## config.mk

```make
export PLATFORM = sky130hd
export DESIGN_NAME = axi_lite_mem_slave
export DESIGN_NICKNAME = d
export VERILOG_FILES = /design/src/rtl/axi_lite_pkg.sv /design/src/rtl/axi_lite_strb_mem.sv /design/src/rtl/axi_lite_mem_slave.sv
export SDC_FILE = /design/constraint.sdc
export NUM_CORES = 1
export LEC_CHECK = 0
export ABC_AREA = 1
export BUFFER_PORTS_ARGS = -buffer_cell sky130_fd_sc_hd__buf_4
export CORE_MARGIN = 2
export CORE_UTILIZATION = 30
export DETAILED_ROUTE_END_ITERATION = 16
export PLACE_DENSITY = 0.43
export SETUP_SLACK_MARGIN = 0.3
export SLEW_MARGIN = 0
export SYNTH_ARGS = -nofsm -noshare
export SYNTH_HDL_FRONTEND = slang
export SYNTH_SLANG_ARGS = --single-unit
```

## constraint.sdc

```tcl
create_clock -name ACLK -period 46.3 [get_ports ACLK]
set_clock_uncertainty 0.2 [all_clocks]
set_input_delay 13.89 -clock ACLK [delete_from_list [all_inputs] [get_ports ACLK]]
set_output_delay 13.89 -clock ACLK [all_outputs]
set_load 0.03 [all_outputs]
```

## src/rtl/axi_lite_pkg.sv

```systemverilog
// axi_lite_pkg: shared types for the AXI4-Lite memory slave.
// Holds response codes, the channel FSM state enums and the address decoder.
package axi_lite_pkg;

    typedef logic [1:0] resp_t;

    localparam resp_t RESP_OKAY   = 2'b00;
    localparam resp_t RESP_EXOKAY = 2'b01;
    localparam resp_t RESP_SLVERR = 2'b10;
    localparam resp_t RESP_DECERR = 2'b11;

    localparam int DEC_AW = 64;
    localparam int DEC_IW = 32;

    typedef enum logic [1:0] {W_IDLE, W_WAIT, W_RESP} wr_state_t;
    typedef enum logic [1:0] {R_IDLE, R_WAIT, R_DATA} rd_state_t;

    typedef struct packed {
        resp_t             resp;
        logic [DEC_IW-1:0] idx;
    } dec_t;

    // BASE_ADDR is aligned to the window size, so the low bits of the
    // offset equal the low bits of the address itself.
    function automatic dec_t addr_decode(
        input logic [DEC_AW-1:0] addr,
        input logic [DEC_AW-1:0] base,
        input int unsigned       depth,
        input int unsigned       lsb
    );
        dec_t              d;
        logic [DEC_AW-1:0] off;
        logic [DEC_AW-1:0] span;
        logic [DEC_AW-1:0] lmask;
        off   = addr - base;
        span  = DEC_AW'(depth) << lsb;
        lmask = (DEC_AW'(1) << lsb) - DEC_AW'(1);
        d.idx = DEC_IW'(off >> lsb);
        if ((addr < base) || (off >= span)) begin
            d.resp = RESP_DECERR;
        end else if ((off & lmask) != '0) begin
            d.resp = RESP_SLVERR;
        end else begin
            d.resp = RESP_OKAY;
        end
        return d;
    endfunction

endpackage

```

## src/rtl/axi_lite_strb_mem.sv

```systemverilog
// axi_lite_strb_mem: DEPTH x DATA_WIDTH storage, byte-masked write port,
// registered read port with clear; i_rst asynchronously zeroes everything.
module axi_lite_strb_mem #(
    parameter  int DATA_WIDTH = 32,
    parameter  int DEPTH      = 16,
    localparam int IW         = $clog2(DEPTH),
    localparam int NB         = DATA_WIDTH / 8
) (
    input  logic                  i_clk,
    input  logic                  i_rst,
    input  logic                  i_we,
    input  logic [IW-1:0]         i_waddr,
    input  logic [NB-1:0]         i_wstrb,
    input  logic [DATA_WIDTH-1:0] i_wdata,
    input  logic                  i_re,
    input  logic                  i_rclr,
    input  logic [IW-1:0]         i_raddr,
    output logic [DATA_WIDTH-1:0] o_rdata
);

    logic [DATA_WIDTH-1:0] r_mem [DEPTH];
    logic [DATA_WIDTH-1:0] r_rdata;

    always_ff @(posedge i_clk or posedge i_rst) begin
        if (i_rst) begin
            for (int i = 0; i < DEPTH; i++) begin
                r_mem[i] <= '0;
            end
        end else if (i_we) begin
            for (int b = 0; b < NB; b++) begin
                if (i_wstrb[b]) begin
                    r_mem[i_waddr][8*b +: 8] <= i_wdata[8*b +: 8];
                end
            end
        end
    end

    // Read-before-write: a read on the commit edge sees the old word.
    always_ff @(posedge i_clk or posedge i_rst) begin
        if (i_rst) begin
            r_rdata <= '0;
        end else if (i_rclr) begin
            r_rdata <= '0;
        end else if (i_re) begin
            r_rdata <= r_mem[i_raddr];
        end
    end

    assign o_rdata = r_rdata;

endmodule

```

## src/rtl/axi_lite_mem_slave.sv

```systemverilog
// axi_lite_mem_slave: AXI4-Lite memory target with byte strobes, wait states
// and DECERR/SLVERR decode. Ports: AW/W/B write channels, AR/R read channels.
module axi_lite_mem_slave
    import axi_lite_pkg::*;
#(
    parameter int                    ADDR_WIDTH  = 32,
    parameter int                    DATA_WIDTH  = 32,
    parameter int                    DEPTH       = 16,
    parameter logic [ADDR_WIDTH-1:0] BASE_ADDR   = '0,
    parameter int                    WAIT_CYCLES = 0
) (
    input  logic                    ACLK,
    input  logic                    ARESET,
    input  logic [ADDR_WIDTH-1:0]   AWADDR,
    input  logic                    AWVALID,
    output logic                    AWREADY,
    input  logic [DATA_WIDTH-1:0]   WDATA,
    input  logic [DATA_WIDTH/8-1:0] WSTRB,
    input  logic                    WVALID,
    output logic                    WREADY,
    output logic [1:0]              BRESP,
    output logic                    BVALID,
    input  logic                    BREADY,
    input  logic [ADDR_WIDTH-1:0]   ARADDR,
    input  logic                    ARVALID,
    output logic                    ARREADY,
    output logic [DATA_WIDTH-1:0]   RDATA,
    output logic [1:0]              RRESP,
    output logic                    RVALID,
    input  logic                    RREADY
);

    localparam int NB  = DATA_WIDTH / 8;
    localparam int LSB = $clog2(NB);
    localparam int IW  = $clog2(DEPTH);
    localparam logic [3:0] WAIT_LAST =
        (WAIT_CYCLES > 0) ? 4'(WAIT_CYCLES - 1) : 4'd0;

    // ---------------- write channel ----------------
    wr_state_t             r_wstate;
    logic                  r_awready;
    logic                  r_wready;
    logic                  r_aw_got;
    logic                  r_w_got;
    logic [ADDR_WIDTH-1:0] r_awaddr;
    logic [DATA_WIDTH-1:0] r_wdata;
    logic [NB-1:0]         r_wstrb;
    logic                  r_bvalid;
    resp_t                 r_bresp;
    logic [3:0]            r_wcnt;

    wr_state_t             w_wstate_n;
    logic                  w_awready_n;
    logic                  w_wready_n;
    logic                  w_aw_got_n;
    logic                  w_w_got_n;
    logic [ADDR_WIDTH-1:0] w_awaddr_n;
    logic [DATA_WIDTH-1:0] w_wdata_n;
    logic [NB-1:0]         w_wstrb_n;
    logic                  w_bvalid_n;
    resp_t                 w_bresp_n;
    logic [3:0]            w_wcnt_n;

    logic                  w_aw_hs;
    logic                  w_w_hs;
    logic [ADDR_WIDTH-1:0] w_cur_addr;
    logic [DATA_WIDTH-1:0] w_cur_data;
    logic [NB-1:0]         w_cur_strb;
    dec_t                  w_wdec;
    logic                  w_widx_ok;
    logic                  w_commit;
    logic                  w_mem_we;

    assign w_aw_hs = AWVALID & r_awready;
    assign w_w_hs  = WVALID & r_wready;

    // Commit may happen on the very edge that captures AW or W.
    assign w_cur_addr = w_aw_hs ? AWADDR : r_awaddr;
    assign w_cur_data = w_w_hs ? WDATA : r_wdata;
    assign w_cur_strb = w_w_hs ? WSTRB : r_wstrb;

    assign w_wdec = addr_decode(DEC_AW'(w_cur_addr), DEC_AW'(BASE_ADDR),
                                DEPTH, LSB);
    assign w_widx_ok = (w_wdec.idx >> IW) == '0;
    assign w_mem_we  = w_commit & (w_wdec.resp == RESP_OKAY) & w_widx_ok;

    always_comb begin
        w_wstate_n  = r_wstate;
        w_awready_n = r_awready;
        w_wready_n  = r_wready;
        w_aw_got_n  = r_aw_got;
        w_w_got_n   = r_w_got;
        w_awaddr_n  = r_awaddr;
        w_wdata_n   = r_wdata;
        w_wstrb_n   = r_wstrb;
        w_bvalid_n  = r_bvalid;
        w_bresp_n   = r_bresp;
        w_wcnt_n    = r_wcnt;
        w_commit    = 1'b0;
        unique case (r_wstate)
            W_IDLE: begin
                if (w_aw_hs) begin
                    w_aw_got_n = 1'b1;
                    w_awaddr_n = AWADDR;
                end
                if (w_w_hs) begin
                    w_w_got_n = 1'b1;
                    w_wdata_n = WDATA;
                    w_wstrb_n = WSTRB;
                end
                w_awready_n = ~(r_aw_got | w_aw_hs);
                w_wready_n  = ~(r_w_got | w_w_hs);
                if ((r_aw_got | w_aw_hs) && (r_w_got | w_w_hs)) begin
                    w_bresp_n = w_wdec.resp;
                    if (WAIT_CYCLES > 0) begin
                        w_wstate_n = W_WAIT;
                        w_wcnt_n   = 4'd0;
                    end else begin
                        w_wstate_n = W_RESP;
                        w_bvalid_n = 1'b1;
                        w_commit   = 1'b1;
                    end
                end
            end
            W_WAIT: begin
                if (r_wcnt == WAIT_LAST) begin
                    w_wstate_n = W_RESP;
                    w_bvalid_n = 1'b1;
                    w_commit   = 1'b1;
                end else begin
                    w_wcnt_n = r_wcnt + 4'd1;
                end
            end
            W_RESP: begin
                if (BREADY) begin
                    w_wstate_n  = W_IDLE;
                    w_bvalid_n  = 1'b0;
                    w_awready_n = 1'b1;
                    w_wready_n  = 1'b1;
                    w_aw_got_n  = 1'b0;
                    w_w_got_n   = 1'b0;
                end
            end
            default: begin
                w_wstate_n = W_IDLE;
            end
        endcase
    end

    always_ff @(posedge ACLK or posedge ARESET) begin
        if (ARESET) begin
            r_wstate  <= W_IDLE;
            r_awready <= 1'b0;
            r_wready  <= 1'b0;
            r_aw_got  <= 1'b0;
            r_w_got   <= 1'b0;
            r_awaddr  <= '0;
            r_wdata   <= '0;
            r_wstrb   <= '0;
            r_bvalid  <= 1'b0;
            r_bresp   <= RESP_OKAY;
            r_wcnt    <= 4'd0;
        end else begin
            r_wstate  <= w_wstate_n;
            r_awready <= w_awready_n;
            r_wready  <= w_wready_n;
            r_aw_got  <= w_aw_got_n;
            r_w_got   <= w_w_got_n;
            r_awaddr  <= w_awaddr_n;
            r_wdata   <= w_wdata_n;
            r_wstrb   <= w_wstrb_n;
            r_bvalid  <= w_bvalid_n;
            r_bresp   <= w_bresp_n;
            r_wcnt    <= w_wcnt_n;
        end
    end

    // ---------------- read channel ----------------
    rd_state_t  r_rstate;
    logic       r_arready;
    logic       r_rvalid;
    resp_t      r_rresp;
    logic [3:0] r_rcnt;

    rd_state_t  w_rstate_n;
    logic       w_arready_n;
    logic       w_rvalid_n;
    resp_t      w_rresp_n;
    logic [3:0] w_rcnt_n;

    logic       w_ar_hs;
    dec_t       w_rdec;
    logic       w_ridx_ok;
    logic       w_rd_ok;
    logic       w_mem_re;
    logic       w_mem_rclr;

    assign w_ar_hs   = ARVALID & r_arready;
    assign w_rdec    = addr_decode(DEC_AW'(ARADDR), DEC_AW'(BASE_ADDR),
                                   DEPTH, LSB);
    assign w_ridx_ok = (w_rdec.idx >> IW) == '0;
    assign w_rd_ok   = (w_rdec.resp == RESP_OKAY) & w_ridx_ok;

    // The memory's read register doubles as RDATA: loaded on a good AR,
    // zeroed on an error AR and on the R handshake.
    assign w_mem_re   = w_ar_hs & w_rd_ok;
    assign w_mem_rclr = (w_ar_hs & ~w_rd_ok)
                      | ((r_rstate == R_DATA) & RREADY);

    always_comb begin
        w_rstate_n  = r_rstate;
        w_arready_n = r_arready;
        w_rvalid_n  = r_rvalid;
        w_rresp_n   = r_rresp;
        w_rcnt_n    = r_rcnt;
        unique case (r_rstate)
            R_IDLE: begin
                w_arready_n = 1'b1;
                if (w_ar_hs) begin
                    w_arready_n = 1'b0;
                    w_rresp_n   = w_rdec.resp;
                    if (WAIT_CYCLES > 0) begin
                        w_rstate_n = R_WAIT;
                        w_rcnt_n   = 4'd0;
                    end else begin
                        w_rstate_n = R_DATA;
                        w_rvalid_n = 1'b1;
                    end
                end
            end
            R_WAIT: begin
                if (r_rcnt == WAIT_LAST) begin
                    w_rstate_n = R_DATA;
                    w_rvalid_n = 1'b1;
                end else begin
                    w_rcnt_n = r_rcnt + 4'd1;
                end
            end
            R_DATA: begin
                if (RREADY) begin
                    w_rstate_n  = R_IDLE;
                    w_rvalid_n  = 1'b0;
                    w_arready_n = 1'b1;
                end
            end
            default: begin
                w_rstate_n = R_IDLE;
            end
        endcase
    end

    always_ff @(posedge ACLK or posedge ARESET) begin
        if (ARESET) begin
            r_rstate  <= R_IDLE;
            r_arready <= 1'b0;
            r_rvalid  <= 1'b0;
            r_rresp   <= RESP_OKAY;
            r_rcnt    <= 4'd0;
        end else begin
            r_rstate  <= w_rstate_n;
            r_arready <= w_arready_n;
            r_rvalid  <= w_rvalid_n;
            r_rresp   <= w_rresp_n;
            r_rcnt    <= w_rcnt_n;
        end
    end

    // ---------------- storage ----------------
    logic [DATA_WIDTH-1:0] w_mem_rdata;

    axi_lite_strb_mem #(
        .DATA_WIDTH (DATA_WIDTH),
        .DEPTH      (DEPTH)
    ) u_mem (
        .i_clk   (ACLK),
        .i_rst   (ARESET),
        .i_we    (w_mem_we),
        .i_waddr (w_wdec.idx[IW-1:0]),
        .i_wstrb (w_cur_strb),
        .i_wdata (w_cur_data),
        .i_re    (w_mem_re),
        .i_rclr  (w_mem_rclr),
        .i_raddr (w_rdec.idx[IW-1:0]),
        .o_rdata (w_mem_rdata)
    );

    assign AWREADY = r_awready;
    assign WREADY  = r_wready;
    assign BVALID  = r_bvalid;
    assign BRESP   = r_bresp;
    assign ARREADY = r_arready;
    assign RVALID  = r_rvalid;
    assign RRESP   = r_rresp;
    assign RDATA   = w_mem_rdata;

endmodule

```

# ---- Word-level counts from Yosys, hierarchy flattened
# Cells that the tools add are included.
dict set report word_totals {
  in_bits 107
  regBits 635
  out_inout_bits 41
}
dict set report op_classes {
  add_sub_neg 2
  mux 60
  reduce_logical 29
  n_eq_ne 12
  n_lt_le_gt_ge 5
  n_bitwise 19
}
# op n
set ops {}
lappend ops {{512-bit two-way mux} 7}
lappend ops {{512-bit bitwise mux} 4}
lappend ops {{32-bit demux with 4-bit select} 4}
lappend ops {{32-bit two-way mux} 7}
lappend ops {{32-bit binary-select mux with 4-bit select} 1}
lappend ops {{64-bit nonzero test} 2}
lappend ops {{32-bit by 7-bit >= comparator with 1-bit output, second input constant} 2}
lappend ops {{32-bit zero test} 2}
lappend ops {{24-bit two-way mux} 1}
lappend ops {{2-bit two-way mux} 10}
lappend ops {{16-bit two-way mux} 1}
lappend ops {{2-bit inequality test, second input constant} 8}
lappend ops {{1-bit two-way mux} 13}
lappend ops {{1-bit case mux with 2 select lines} 6}
lappend ops {{2-bit case mux with 3 select lines} 2}
lappend ops {{2-bit AND reduction} 6}
lappend ops {{3-bit AND reduction} 4}
lappend ops {{5-bit >= comparator, second input constant} 2}
lappend ops {{4-bit NOT with 5-bit output} 2}
lappend ops {{1-bit AND} 9}
lappend ops {{4-bit by 1-bit adder with 4-bit output, second input constant} 2}
lappend ops {{2-bit zero test} 4}
lappend ops {{4-bit zero test} 2}
lappend ops {{8-bit two-way mux} 1}
lappend ops {{11 further kinds} 25}

# ---- Logic depth before layout (Yosys ltp)
# Gate-level depths: netlist of the first run.
dict set report depth {
  depth_word 18
  depth_mapped 16
}

# ---- Modules after synthesis
# From an unflattened synthesis of the first run, not the netlist that was laid out.
dict set report unflattened {
  cells_unflattened 4024
  area_unflattened_um2 30032.6
}
# module seq_area_each_um2 cells_per_inst area_per_inst_um2 instances
set by_module_without_submodules {}
lappend by_module_without_submodules {axi_lite_strb_mem 13613.1 3454 25917.4 1}
lappend by_module_without_submodules {axi_lite_mem_slave 1976.9 570 4115.2 1}

# ---- Least setup slack after synthesis of the first run
# OpenSTA, ideal clock, no wires.
dict set report synth_path {
  kind {input -> register}
  from {input AWVALID}
  to {register u_mem.r_mem[100] (netlist name)}
  setup_ps 119
  arrival_time_ps 15521
  slack_ps 30461
  stages 11
  required_ps 45981
  path_cell_list {buf_4 -> nand2_2 -> buf_6 -> buf_6 -> mux2i_1 -> nand3_1 -> clkinv_2 -> buf_4 -> nand4_4 -> nand2_1 -> nand2_1}
}
dict set report synth_via {
  elab_chain_len 18
  word_cells_on_any_way 34
  classes_between {order compare: 3; mux: 21; bitwise: 5; reduce/logical: 5}
}
# item line
set synth_lines {}
lappend synth_lines {{start: declaration} axi_lite_mem_slave.sv:15} ;# input logic AWVALID,
lappend synth_lines {{1-bit AND *} axi_lite_mem_slave.sv:74} ;# assign w_aw_hs = AWVALID & r_awready;
lappend synth_lines {{32-bit two-way mux} --}
lappend synth_lines {{4-bit NOT with 5-bit output (implied by the code)} axi_lite_strb_mem.sv:32} ;# r_mem[i_waddr][8*b +: 8] <= i_wdata[8*b +: 8];
lappend synth_lines {{5-bit >= comparator (implied by the code) / 5-bit by 1-bit < comparator with 1-bit output (equally long branches)} axi_lite_strb_mem.sv:32}
lappend synth_lines {{1-bit logical AND (implied by the code)} axi_lite_strb_mem.sv:32}
lappend synth_lines {{8-bit two-way mux (implied by the code)} axi_lite_strb_mem.sv:32}
lappend synth_lines {{32-bit demux with 4-bit select} axi_lite_strb_mem.sv:32}
lappend synth_lines {{512-bit bitwise mux} axi_lite_strb_mem.sv:32}
lappend synth_lines {{[2 not listed]} --}
lappend synth_lines {{512-bit bitwise mux} axi_lite_strb_mem.sv:32}
lappend synth_lines {{512-bit two-way mux} axi_lite_strb_mem.sv:31} ;# if (i_wstrb[b]) begin
lappend synth_lines {{512-bit two-way mux} axi_lite_strb_mem.sv:29} ;# end else if (i_we) begin
lappend synth_lines {{512-bit bitwise mux} axi_lite_strb_mem.sv:32}
lappend synth_lines {{512-bit two-way mux} axi_lite_strb_mem.sv:31}
lappend synth_lines {{512-bit two-way mux} axi_lite_strb_mem.sv:29}
lappend synth_lines {{512-bit bitwise mux} axi_lite_strb_mem.sv:32}
lappend synth_lines {{512-bit two-way mux} axi_lite_strb_mem.sv:31}
lappend synth_lines {{end signal: indexed assignment} axi_lite_strb_mem.sv:32}
lappend synth_lines {{end: declaration} axi_lite_strb_mem.sv:21} ;# logic [DATA_WIDTH-1:0] r_mem [DEPTH];
# Mark *: on every way between the ends. The rest lies on a longest branch, timed or not. The select of a mux whose other input is x is not followed.
# A chain may end at the register's enable or synchronous reset.

# ---- Final worst setup path of the first run
dict set report layout_path {
  from {input AWVALID}
  to {register u_mem.r_mem[445] (netlist name)}
}
dict set report layout_via {
  elab_chain_len 15
  word_cells_on_any_way 34
  classes_between {order compare: 3; mux: 21; bitwise: 5; reduce/logical: 5}
}
# item line
set layout_lines {}
lappend layout_lines {{1-bit AND *} axi_lite_mem_slave.sv:74}
lappend layout_lines {{32-bit two-way mux} --}
lappend layout_lines {{4-bit NOT with 5-bit output (implied by the code)} axi_lite_strb_mem.sv:32}
lappend layout_lines {{32-bit demux with 4-bit select} axi_lite_strb_mem.sv:32}
lappend layout_lines {{512-bit bitwise mux} axi_lite_strb_mem.sv:32}
lappend layout_lines {{512-bit two-way mux} axi_lite_strb_mem.sv:31}
lappend layout_lines {{512-bit two-way mux} axi_lite_strb_mem.sv:29}
lappend layout_lines {{512-bit bitwise mux} axi_lite_strb_mem.sv:32}
lappend layout_lines {{512-bit two-way mux} axi_lite_strb_mem.sv:31}
lappend layout_lines {{512-bit two-way mux} axi_lite_strb_mem.sv:29}
lappend layout_lines {{512-bit bitwise mux} axi_lite_strb_mem.sv:32}
lappend layout_lines {{512-bit two-way mux} axi_lite_strb_mem.sv:31}
lappend layout_lines {{512-bit two-way mux} axi_lite_strb_mem.sv:29}
lappend layout_lines {{512-bit bitwise mux} axi_lite_strb_mem.sv:32}
lappend layout_lines {{512-bit two-way mux} axi_lite_strb_mem.sv:31}
# Marked as above.

==> run_results.csv, run 1 <==
group,metric,value,unit
pwr,power.share.combinational,0.315,
sta,worst_slew_margin_rel,0.1951,
setup_path,setup.worst_path.end_class,"flop",
sta,timing.final.crit_period,18.98,ns
placement,post-dp-hpwl,71290,um
clock_tree,postCtsSetupRepairBufs,0,
synthesis,yosys_warnings,0,
synthesis,synth.yosys.seq_area_share,0.4796,
synthesis,postSynthCellCount,4119,
pwr,total_leakage_power,18.53,nW
die,fp.dieW,333.2,um
clock_tree,cts_inserted_buffers,79,
setup_path,crit_fanout,178,
synthesis,most_instantiated_flip_flop_cell_in_the_synthesis_netlist,"dfrtp_1",
pwr,power.net_switching,0.0007371,W
layout,n_fill_cell,11340,
global_routing,grt_first_pass_wirelength,193400,um
setup_path,timing.rr.end,"u_mem.r_mem[445]",
min_path,hold_path_startpoint,"u_mem.r_mem[307]",
clock_tree,clock_sink_count,623,
outcome,outcome,"finished clean",
layout,final_design_area_no_fill,37030,um2
synthesis,synthesis.area,32510,um2
die,placeableCoreArea,107200,um2
sta,worst-slew-pin-transition,1.207,ns
layout,antenna_cells,0,
synthesis,synth_top_cells_by_area,"dfrtp_1, nand2_1, nand4_1",
global_routing,grt_pass1_vias,28970,
setup_path,r2r_setup_slack,40.21,ns
min_path,whs_path_depth,2,
die,start_util,0.3032,
layout,area.growth.synth_to_final,13.90,%
routing,wire_per_inst,22.97,um
job,drv.max_cap_violation_count,0,
pwr,vdd.ir_drop.worst,0.03661,mV
global_routing,grt_start_max_net_pins,179,
die,die_height,333.2,um
routing,drc,0,
synthesis,syn_nets,4226,
die,core.rowCount,120,
setup_path,start_kind,"input pin",
setup_path,critical_path_required,46.66,ns
synthesis,synth.most_common_cell,"nand2_1",
sta,setup_viol,0,
clock_tree,h-tree-depth,3,
sta,max_clock_freq,0.05267,GHz
setup_path,worst_r2r_path_depth,15,
clock_tree,clkLatencyLatePin,0.65,ns
die,boundaryPins,148,
pwr,power.share.switching,0.4098,
clock_tree,worst_setup_hold_path_clk_slew,0.05,ns
pwr,power_density_over_the_cells,48.59,nW/um2
setup_path,criticalPathCategory,"in2reg",
synthesis,synth-async-reset-ratio,1.000,
global_routing,initial_antenna_violation_count,2,
routing,antenna_left,0,
routing,dr_total_vias,29780,
setup_path,reg2reg_from,"AWREADY",
sta,slew_viol_final,0,
die,dieArea,111000,um2
routing,dr.pass1.iters,6,
sta,rsz0062_at_grt,"false",
min_path,hold_class,"reg2reg",
min_path,timing.hold.worst_endpoint,"u_mem.r_mem[307]",
pwr,p_int,0.001062,W
layout,drive_gt1_frac,0.1121,
layout,nNetsFinal,4182,
sta,final_min_period_over_clock_period,0.4100,
setup_path,worst-endpoint-arrival,19.35,ns
clock_tree,ctsRootBufferMaster,"clkbuf_16",
synthesis,synth_top_cell_area_share,0.4796,
global_routing,grt.overflow.total,0,
synthesis,synth-edff-count,0,
global_routing,groute.usage.overall,0.2266,
synthesis,synth.ff_latch_count,623,
placement,port_buffers,147,
clock_tree,ctsLongestPathBuffers,3,
synthesis,synth.distinct_cells,32,
pwr,clock_power_share,0.354,
synthesis,synth.avg_cell_area,7.892,um2
placement,dpl_cell_area,34400,um2
clock_tree,cts_hold_buf,0,
placement,gpl.final_weighted_congestion,0.7807,
clock_tree,clock_tree_from_tritoncts,"built",
routing,detailedRoute.firstIterationViolations,3045,
routing,route.detailed.vias_per_inst,5.380,
pwr,seq_power_share,0.331,
routing,routed_wl,127100,um
synthesis,synth_common_cells,"nand2_1, dfrtp_1, nand4_1, nand3_1, clkbuf_1",
placement,dp.cells,5397,
synthesis,synthDominantAreaCellType,"dfrtp_1",
clock_tree,number_of_cells_upsized_or_downsized_after_cts,0,
sta,hold_viol,0,
sta,fin_tns_setup,0,ns
layout,fin_cells,5535,
## worst max path at each step
| stage | start | end | slack (ns) | cells past startpoint |
|---|---|---|---|---|
| after floorplan | ARESET | ARREADY | 14.76 | 1 |
| after global placement | AWVALID | u_mem.r_mem[413] | 26.65 | 15 |
| after detailed placement | AWVALID | u_mem.r_mem[445] | 26.63 | 15 |
| after CTS | AWVALID | u_mem.r_mem[218] | 27.32 | 15 |
| after global routing | AWVALID | u_mem.r_mem[505] | 26.72 | 15 |
| final | AWVALID | u_mem.r_mem[445] | 27.32 | 15 |
## power by group through the flow
| stage | clock network (W) | registers (W) | logic, W |
|---|---|---|---|
| 3_3_place_gp | 0 | 0.000605 | 0.000568 |
| 4_1_cts | 0.000653 | 0.000595 | 0.000567 |
| 2_1_floorplan | 0 | 0.000616 | 0.000332 |
| 5_1_grt | 0.000675 | 0.000599 | 0.000606 |
| 3_5_place_dp | 0 | 0.000605 | 0.000566 |
| 6_report | 0.000636 | 0.000596 | 0.000567 |
## cell type report
cell class	count	area, um2	share of cell area
clock buffer	120	2365	0.06387
multi-input combinational	3051	14880	0.4018
timing repair buffer	228	1810	0.04890
sequential	623	15590	0.4211
inverter	92	367.9	0.009935
clock inverter	18	259.0	0.006995
tap	1403	1755	0.04741
## routing by layer
metal | share of wire | GRT usage
met1 | 0.46 | 0.3261
met3 | 0.056 | 0.03384
met2 | 0.44 | 0.3427
met4 | 0.035 | 0.08366
met5 | 0 | 0
## sequential cells by signal, indices dropped and copies added, names as in the netlist, 2 cells and up
register,cells
BRESP,2
RRESP,2
r_awaddr,32
r_wdata,32
r_wstrb,4
u_mem.o_rdata,32
u_mem.r_mem,512
## cells by family (layout without fill, tap and decap cells)
| family | count (synthesis) | after routing | synth area share |
|---|---|---|---|
| multiplexers | 2 | 2 | 0.0006159 |
| buffers and inverters | 445 | 458 | 0.06509 |
| flip-flops | 623 | 623 | 0.4796 |
| AND/OR/NAND/NOR | 2701 | 2701 | 0.3976 |
| AO/OA/AOI/OAI | 348 | 348 | 0.05708 |
## cells in the final DEF, fill, tap and decap left out, types with 9 or more instances in the layout
| master | n |
|---|---|
| a21oi_1 | 141 |
| a22oi_1 | 26 |
| buf_4 | 219 |
| clkbuf_1 | 21 |
| clkbuf_16 | 82 |
| clkbuf_8 | 17 |
| clkinv_2 | 9 |
| dfrtp_1 | 623 |
| inv_1 | 82 |
| nand2_1 | 1734 |
| nand2_2 | 9 |
| nand3_1 | 306 |
| nand4_1 | 517 |
| nand4_2 | 12 |
| nand4_4 | 48 |
| nor2_1 | 46 |
| nor2_4 | 18 |
| o21ai_0 | 121 |
| o21ai_1 | 31 |
| o21ai_2 | 12 |
## critical path, stage by stage
cell	delay (ns)
buf_4	0.26
nand2_2	0.62
nand2_1	0.28
nand2_1	0.08
nor2_1	0.14
nand3_1	0.12
nor2_1	0.16
nand2_1	0.14
nor2_4	0.10
buf_4	0.60
buf_12	0.60
buf_4	0.90
buf_4	0.89
nand4_1	0.17
nand2_1	0.11
## metrics by stage
step                      utilization  hold WS, ns  power (W)  worst slack [ns]
after floorplan                     -       0.2443  0.0009481             14.76
after global placement         0.3209       0.2611   0.001173             26.65
after detailed placement       0.3209       0.2620   0.001171             26.63
after CTS                      0.3454       0.2774   0.001815             27.32
after global routing           0.3454       0.2880   0.001880             26.72
final                          0.3454       0.2770   0.001799             27.32
Power figures use the tool's default switching activity.
==> inputs of run 2 (changes only) <==
- ABC_AREA: 1 -> 0
- clock period: 46.3 -> 19.2 ns (I/O delays scaled with it)
==> run 2 against run 1 <==
  * Routed wire length down 36%
  * Highest routed layer unchanged
  * Non-clock buffer count down 45
  * Total power up 99%
  * Largest cell class unchanged
  * First-iteration DRC count down 72%
  * Critical path depth down 8
  * Sequential cell count unchanged
==> run_results.csv, run 2 <==
group,metric,value,unit
clock_tree,worst_setup_hold_path_clk_slew,0.06,ns
setup_path,worst_r2r_path_depth,5,
sta,setup_viol,0,
sta,rsz0062_at_grt,"false",
setup_path,setup.worst_path.end_class,"flop",
sta,timing.final.crit_period,8.578,ns
global_routing,grt_pass1_vias,17800,
setup_path,path_cells,"buf_6, buf_4, buf_4, mux4_2, a22oi_1, nand2_1, a22o_1",
setup_path,critical_path_required,19.48,ns
sta,slew_viol_final,0,
routing,dr.pass1.iters,5,
layout,final_design_area_no_fill,33190,um2
synthesis,synth-edff-count,0,
setup_path,startpoint,"ARADDR[2]",
clock_tree,cts_inserted_buffers,76,
placement,post-dp-hpwl,51800,um
setup_path,criticalPathCategory,"in2reg",
clock_tree,clock_tree_from_tritoncts,"built",
pwr,power_density_over_the_cells,107.9,nW/um2
die,die_height,310.1,um
synthesis,synth.avg_cell_area,15.56,um2
setup_path,critical_path.endpoint,"u_mem.o_rdata[18]",
synthesis,syn_nets,1914,
synthesis,synth.ff_latch_count,623,
synthesis,synth_top_cells_by_area,"dfrtp_1, mux2_2, mux4_2",
sta,worst_slew_margin_rel,0.04060,
setup_path,r2r_setup_slack,15.33,ns
clock_tree,clock_sink_count,623,
global_routing,grt_first_pass_wirelength,121700,um
synthesis,synthesis.area,28120,um2
clock_tree,postCtsSetupRepairBufs,0,
sta,max_clock_freq,0.1166,GHz
clock_tree,h-tree-depth,3,
placement,dpl_cell_area,30630,um2
setup_path,cp_top_family,"buffers and inverters",
pwr,vdd.ir_drop.worst,0.06526,mV
job,drv.max_cap_violation_count,0,
clock_tree,number_of_cells_upsized_or_downsized_after_cts,0,
clock_tree,ctsLongestPathBuffers,3,
min_path,hold_class,"reg2reg",
layout,area.growth.synth_to_final,18.03,%
routing,wire_per_inst,25.03,um
layout,final_cell_mix,"dfrtp_1, mux2_2, buf_4, mux4_2, clkbuf_16",
synthesis,synthDominantAreaCellType,"dfrtp_1",
sta,worst-slew-pin-transition,1.436,ns
die,boundaryPins,148,
routing,antenna_left,0,
routing,route.detailed.vias_per_inst,5.073,
placement,gpl.final_weighted_congestion,0.7317,
setup_path,slowest_cell_delay_on_critical_path,0.83,ns
layout,drive_gt1_frac,0.5420,
routing,detailedRoute.firstIterationViolations,851,
placement,port_buffers,147,
die,core.rowCount,112,
synthesis,postSynthCellCount,1807,
setup_path,critical_path.n_buffers_inverters,3,
setup_path,cp.depth,7,
die,fp.dieW,310.1,um
die,start_util,0.3022,
clock_tree,ctsRootBufferMaster,"clkbuf_16",
pwr,total_leakage_power,15.61,nW
synthesis,synth.most_common_cell,"dfrtp_1",
synthesis,synth-async-reset-ratio,1.000,
setup_path,start_kind,"input pin",
routing,routed_wl,81810,um
synthesis,synth.yosys.seq_area_share,0.5545,
setup_path,timing.rr.end,"u_mem.r_mem[57]",
outcome,outcome,"finished clean",
die,placeableCoreArea,93050,um2
synthesis,synth_top_cell_area_share,0.5545,
sta,fin_tns_setup,0,ns
die,dieArea,96190,um2
clock_tree,clkLatencyLatePin,0.62,ns
setup_path,worst-endpoint-arrival,8.86,ns
global_routing,groute.usage.overall,0.1728,
clock_tree,cts_hold_buf,0,
setup_path,slowest_stage,"buf_4",
setup_path,crit_top_cell,"buf_4",
layout,number_of_flip_flops_under_the_largest_register_name,512,
global_routing,grt.overflow.total,0,
global_routing,grt_start_max_net_pins,82,
setup_path,crit_fanout,44,
layout,largest_register,"u_mem.r_mem",
synthesis,most_instantiated_flip_flop_cell_in_the_synthesis_netlist,"dfrtp_1",
synthesis,yosys_warnings,0,
global_routing,initial_antenna_violation_count,1,
synthesis,synth.distinct_cells,46,
setup_path,reg2reg_from,"AWREADY",
sta,final_min_period_over_clock_period,0.4468,
routing,drc,0,
layout,nNetsFinal,2062,
sta,hold_viol,0,
synthesis,synth_common_cells,"dfrtp_1, mux2_2, mux4_2, clkbuf_1, nand3_1",
routing,dr_total_vias,16580,
-- run 2: changes by cell type after synthesis, sizes merged, moves of 128 or more --
cell   previous run  this run
nand3           306        46
nand2          1743        32
mux2              0       630
mux4              0       128
o21ai           168         1
nand4           577         8
a21oi           142         6
-- run 2: cell type report --
cell class,instances,area [um2]
repair buffers,183,1381
diodes,4,10.01
flip-flops and latches,623,15590
clock buffers,116,2296
inverters,4,18.77
well taps,1254,1569
multi-input cells,1067,12070
fillers,8966,59860
clock inverters,18,247.7
-- run 2: power breakdown --
part | internal (W) | switching [W]
combinational | 0.000217 | 0.000432
sequential | 0.00141 | 0.0000596
clock | 0.000890 | 0.000574
total | 0.00251 | 0.00107
-- run 2: logic make-up after synthesis --
family	count (synthesis)	share of synthesized area
AOI/OAI and AO/OA	111	0.02924
and+or+nand+nor	179	0.03680
DFF	623	0.5545
buffers and inverters	117	0.01682
muxes	777	0.3627
-- run 2: per-stage QoR --
step           setup WS [ns]  instances  power [W]    util  hold slack [ns]
3_3_place_gp           9.841       3131   0.002135  0.3292           0.2605
4_1_cts                10.49       3265   0.003641  0.3565           0.2972
6_report               10.62       3269   0.003579  0.3566           0.2951
5_1_grt                10.25       3266   0.003757  0.3566           0.3084
3_5_place_dp           9.835       3131   0.002153  0.3292           0.2838
2_1_floorplan          4.735       1807   0.001916       -           0.2506
-- run 2: routing by layer --
layer | GRT usage | share of wire | vias up
met5 | 0 | 0 | -
met3 | 0.02731 | 0.043 | 112
li1 | - | - | 7183
met4 | 0.04966 | 0.022 | 0
met2 | 0.2797 | 0.48 | 366
met1 | 0.2399 | 0.46 | 8923
-- run 2: worst min-delay path by stage --
| stage | to | slack [ns] | cells past startpoint | startpoint |
|---|---|---|---|---|
| 2_1_floorplan | r_w_got | 0.25 | 1 | r_w_got |
| 3_3_place_gp | r_w_got | 0.26 | 1 | r_w_got |
| 3_5_place_dp | r_w_got | 0.28 | 1 | r_w_got |
| 4_1_cts | r_w_got | 0.30 | 1 | r_w_got |
| 5_1_grt | r_wdata[13] | 0.31 | 1 | r_wdata[13] |
| 6_report | r_w_got | 0.30 | 1 | r_w_got |
==> inputs of run 3 (changes only) <==
- PLACE_DENSITY: 0.43 -> 0.45
- clock period: 19.2 -> 7.65 ns (I/O delays scaled with it)
==> run 3 against run 2 <==
  * Utilization about the same
  * Sequential share of layout area is essentially flat
  * Die area unchanged
  * Critical path type unchanged
  * Largest cell class unchanged
==> run_results.csv, run 3 (synthesis gave the netlist of run 2 again) <==
group,metric,value,unit
global_routing,grt_start_max_net_pins,178,
setup_path,setup.worst_path.end_class,"flop",
sta,worst_slew_margin_rel,0.2083,
sta,timing.final.crit_period,5.134,ns
pwr,power_density_over_the_cells,271.8,nW/um2
placement,dp.cells,3123,
setup_path,crit_top_cell,"buf_4",
clock_tree,worst_setup_hold_path_clk_slew,0.06,ns
setup_path,critical_path_required,7.95,ns
die,dieArea,96190,um2
global_routing,initial_antenna_violation_count,3,
outcome,outcome,"finished clean",
die,die_height,310.1,um
routing,detailedRoute.firstIterationViolations,855,
layout,antenna_cells,0,
setup_path,cp_top_family,"simple AND/OR/NAND/NOR gates",
pwr,p_int,0.006268,W
layout,final_cell_mix,"dfrtp_1, mux2_2, buf_4, mux4_2, clkbuf_16",
placement,post-dp-hpwl,51770,um
routing,wire_per_inst,24.64,um
sta,hold_viol,0,
clock_tree,clock_tree_from_tritoncts,"built",
job,drv.max_cap_violation_count,0,
setup_path,crit_fanout,14,
pwr,seq_power_share,0.408,
clock_tree,clkLatencyLatePin,0.63,ns
sta,setup_viol,0,
routing,dr_total_vias,16530,
placement,gpl.final_weighted_congestion,0.7368,
sta,worst-slew-pin-transition,1.181,ns
clock_tree,postCtsSetupRepairBufs,0,
min_path,hold_path_startpoint,"r_w_got",
setup_path,worst-endpoint-arrival,5.44,ns
sta,final_min_period_over_clock_period,0.6711,
clock_tree,ctsLongestPathBuffers,3,
sta,timing.final.ws_setup,2.516,ns
setup_path,path_cells,"buf_4, nor4_1, nand4_1, a22oi_2, buf_4, nand3_1, mux2_2",
setup_path,startpoint,"AWADDR[14]",
setup_path,start_kind,"input pin",
clock_tree,cts_inserted_buffers,77,
setup_path,criticalPathCategory,"in2reg",
clock_tree,clock_sink_count,623,
global_routing,grt_first_pass_wirelength,122400,um
layout,nNetsFinal,2055,
pwr,vdd.ir_drop.worst,0.1393,mV
layout,area.growth.synth_to_final,17.95,%
setup_path,slowest_cell_delay_on_critical_path,0.80,ns
routing,routed_wl,80440,um
global_routing,grt.overflow.total,0,
pwr,total_leakage_power,15.58,nW
min_path,hold_class,"reg2reg",
routing,drc,0,
pwr,power.net_switching,0.002747,W
routing,route.detailed.vias_per_inst,5.063,
sta,rsz0062_at_grt,"false",
pwr,power.share.switching,0.3047,
die,boundaryPins,148,
global_routing,groute.usage.overall,0.1720,
sta,slew_viol_final,0,
die,core.rowCount,112,
layout,post-route-util,0.3564,
clock_tree,h-tree-depth,3,
layout,largest_register,"u_mem.r_mem",
placement,port_buffers,147,
routing,antenna_left,0,
sta,max_clock_freq,0.1948,GHz
clock_tree,ctsRootBufferMaster,"clkbuf_16",
setup_path,reg2reg_from,"AWREADY",
layout,fin_cells,3264,
pwr,power.share.combinational,0.188,
global_routing,grt_pass1_vias,18200,
layout,number_of_flip_flops_under_the_largest_register_name,512,
die,placeableCoreArea,93050,um2
die,start_util,0.3022,
die,fp.dieW,310.1,um
pwr,design_power_total,0.009015,W
setup_path,critical_path.n_buffers_inverters,2,
routing,dr.pass1.iters,5,
layout,n_fill_cell,8965,
pwr,clock_power_share,0.404,
clock_tree,cts_hold_buf,0,
setup_path,slowest_stage,"a22oi_2",
clock_tree,number_of_cells_upsized_or_downsized_after_cts,0,
layout,drive_gt1_frac,0.5393,
placement,place_worst_setup_slack,1.939,ns
-- run 3: cell count changes in the layout (fill, tap and decap cells not counted), sizes merged --
cell,before,now
diode,4,0
buf,183,175
clkbuf,116,117
bufinv,5,4
clkinv,10,15
inv,5,7
-- run 3: worst paths after layout --
check,end,slack [ns],depth (start not counted)
worst max-delay path,u_mem.r_mem[309],2.52,7
worst min-delay path,r_w_got,0.28,1
worst max register to register,u_mem.r_mem[309],3.64,6
worst min register to register,r_w_got,0.28,1
max in group asynchronous,u_mem.r_mem[10],4.01,3
min in group asynchronous,u_mem.r_mem[475],1.68,2
-- run 3: layout make-up --
cell class / instances / area, um2 / area share
clock inverter: 24 / 256.5 / 0.007734
clock buffer: 117 / 2270 / 0.06844
timing repair buffer: 175 / 1384 / 0.04173
multi-input combinational: 1067 / 12080 / 0.3641
tap: 1254 / 1569 / 0.04731
sequential: 623 / 15590 / 0.4701
inverter: 4 / 18.77 / 0.0005659
-- run 3: metal layers --
metal | up-vias | wire length, um | GRT usage
li1 | 7162 | - | -
met1 | 8972 | 36690 | 0.2334
met2 | 286 | 38810 | 0.2838
met3 | 107 | 2924 | 0.02758
met4 | 0 | 2012 | 0.05056
met5 | - | 0 | 0
-- run 3: power by group through the flow --
stage,combinational (W),sequential (W),clock (W)
6_report,0.00169,0.00368,0.00364
5_1_grt,0.00186,0.00371,0.00391
4_1_cts,0.00174,0.00368,0.00376
3_5_place_dp,0.00174,0.00374,0
3_3_place_gp,0.00171,0.00373,0
2_1_floorplan,0.00105,0.00376,0
-- run 3: per-stage QoR --
step / area [um2] / hold slack, ns / TNS [ns]
3_3_place_gp: 30640 / 0.2680 / 0
3_5_place_dp: 30640 / 0.2722 / 0
2_1_floorplan: 28120 / 0.2506 / -2087.01
5_1_grt: 33160 / 0.3092 / 0
6_report: 33160 / 0.2809 / 0
4_1_cts: 33160 / 0.2850 / 0
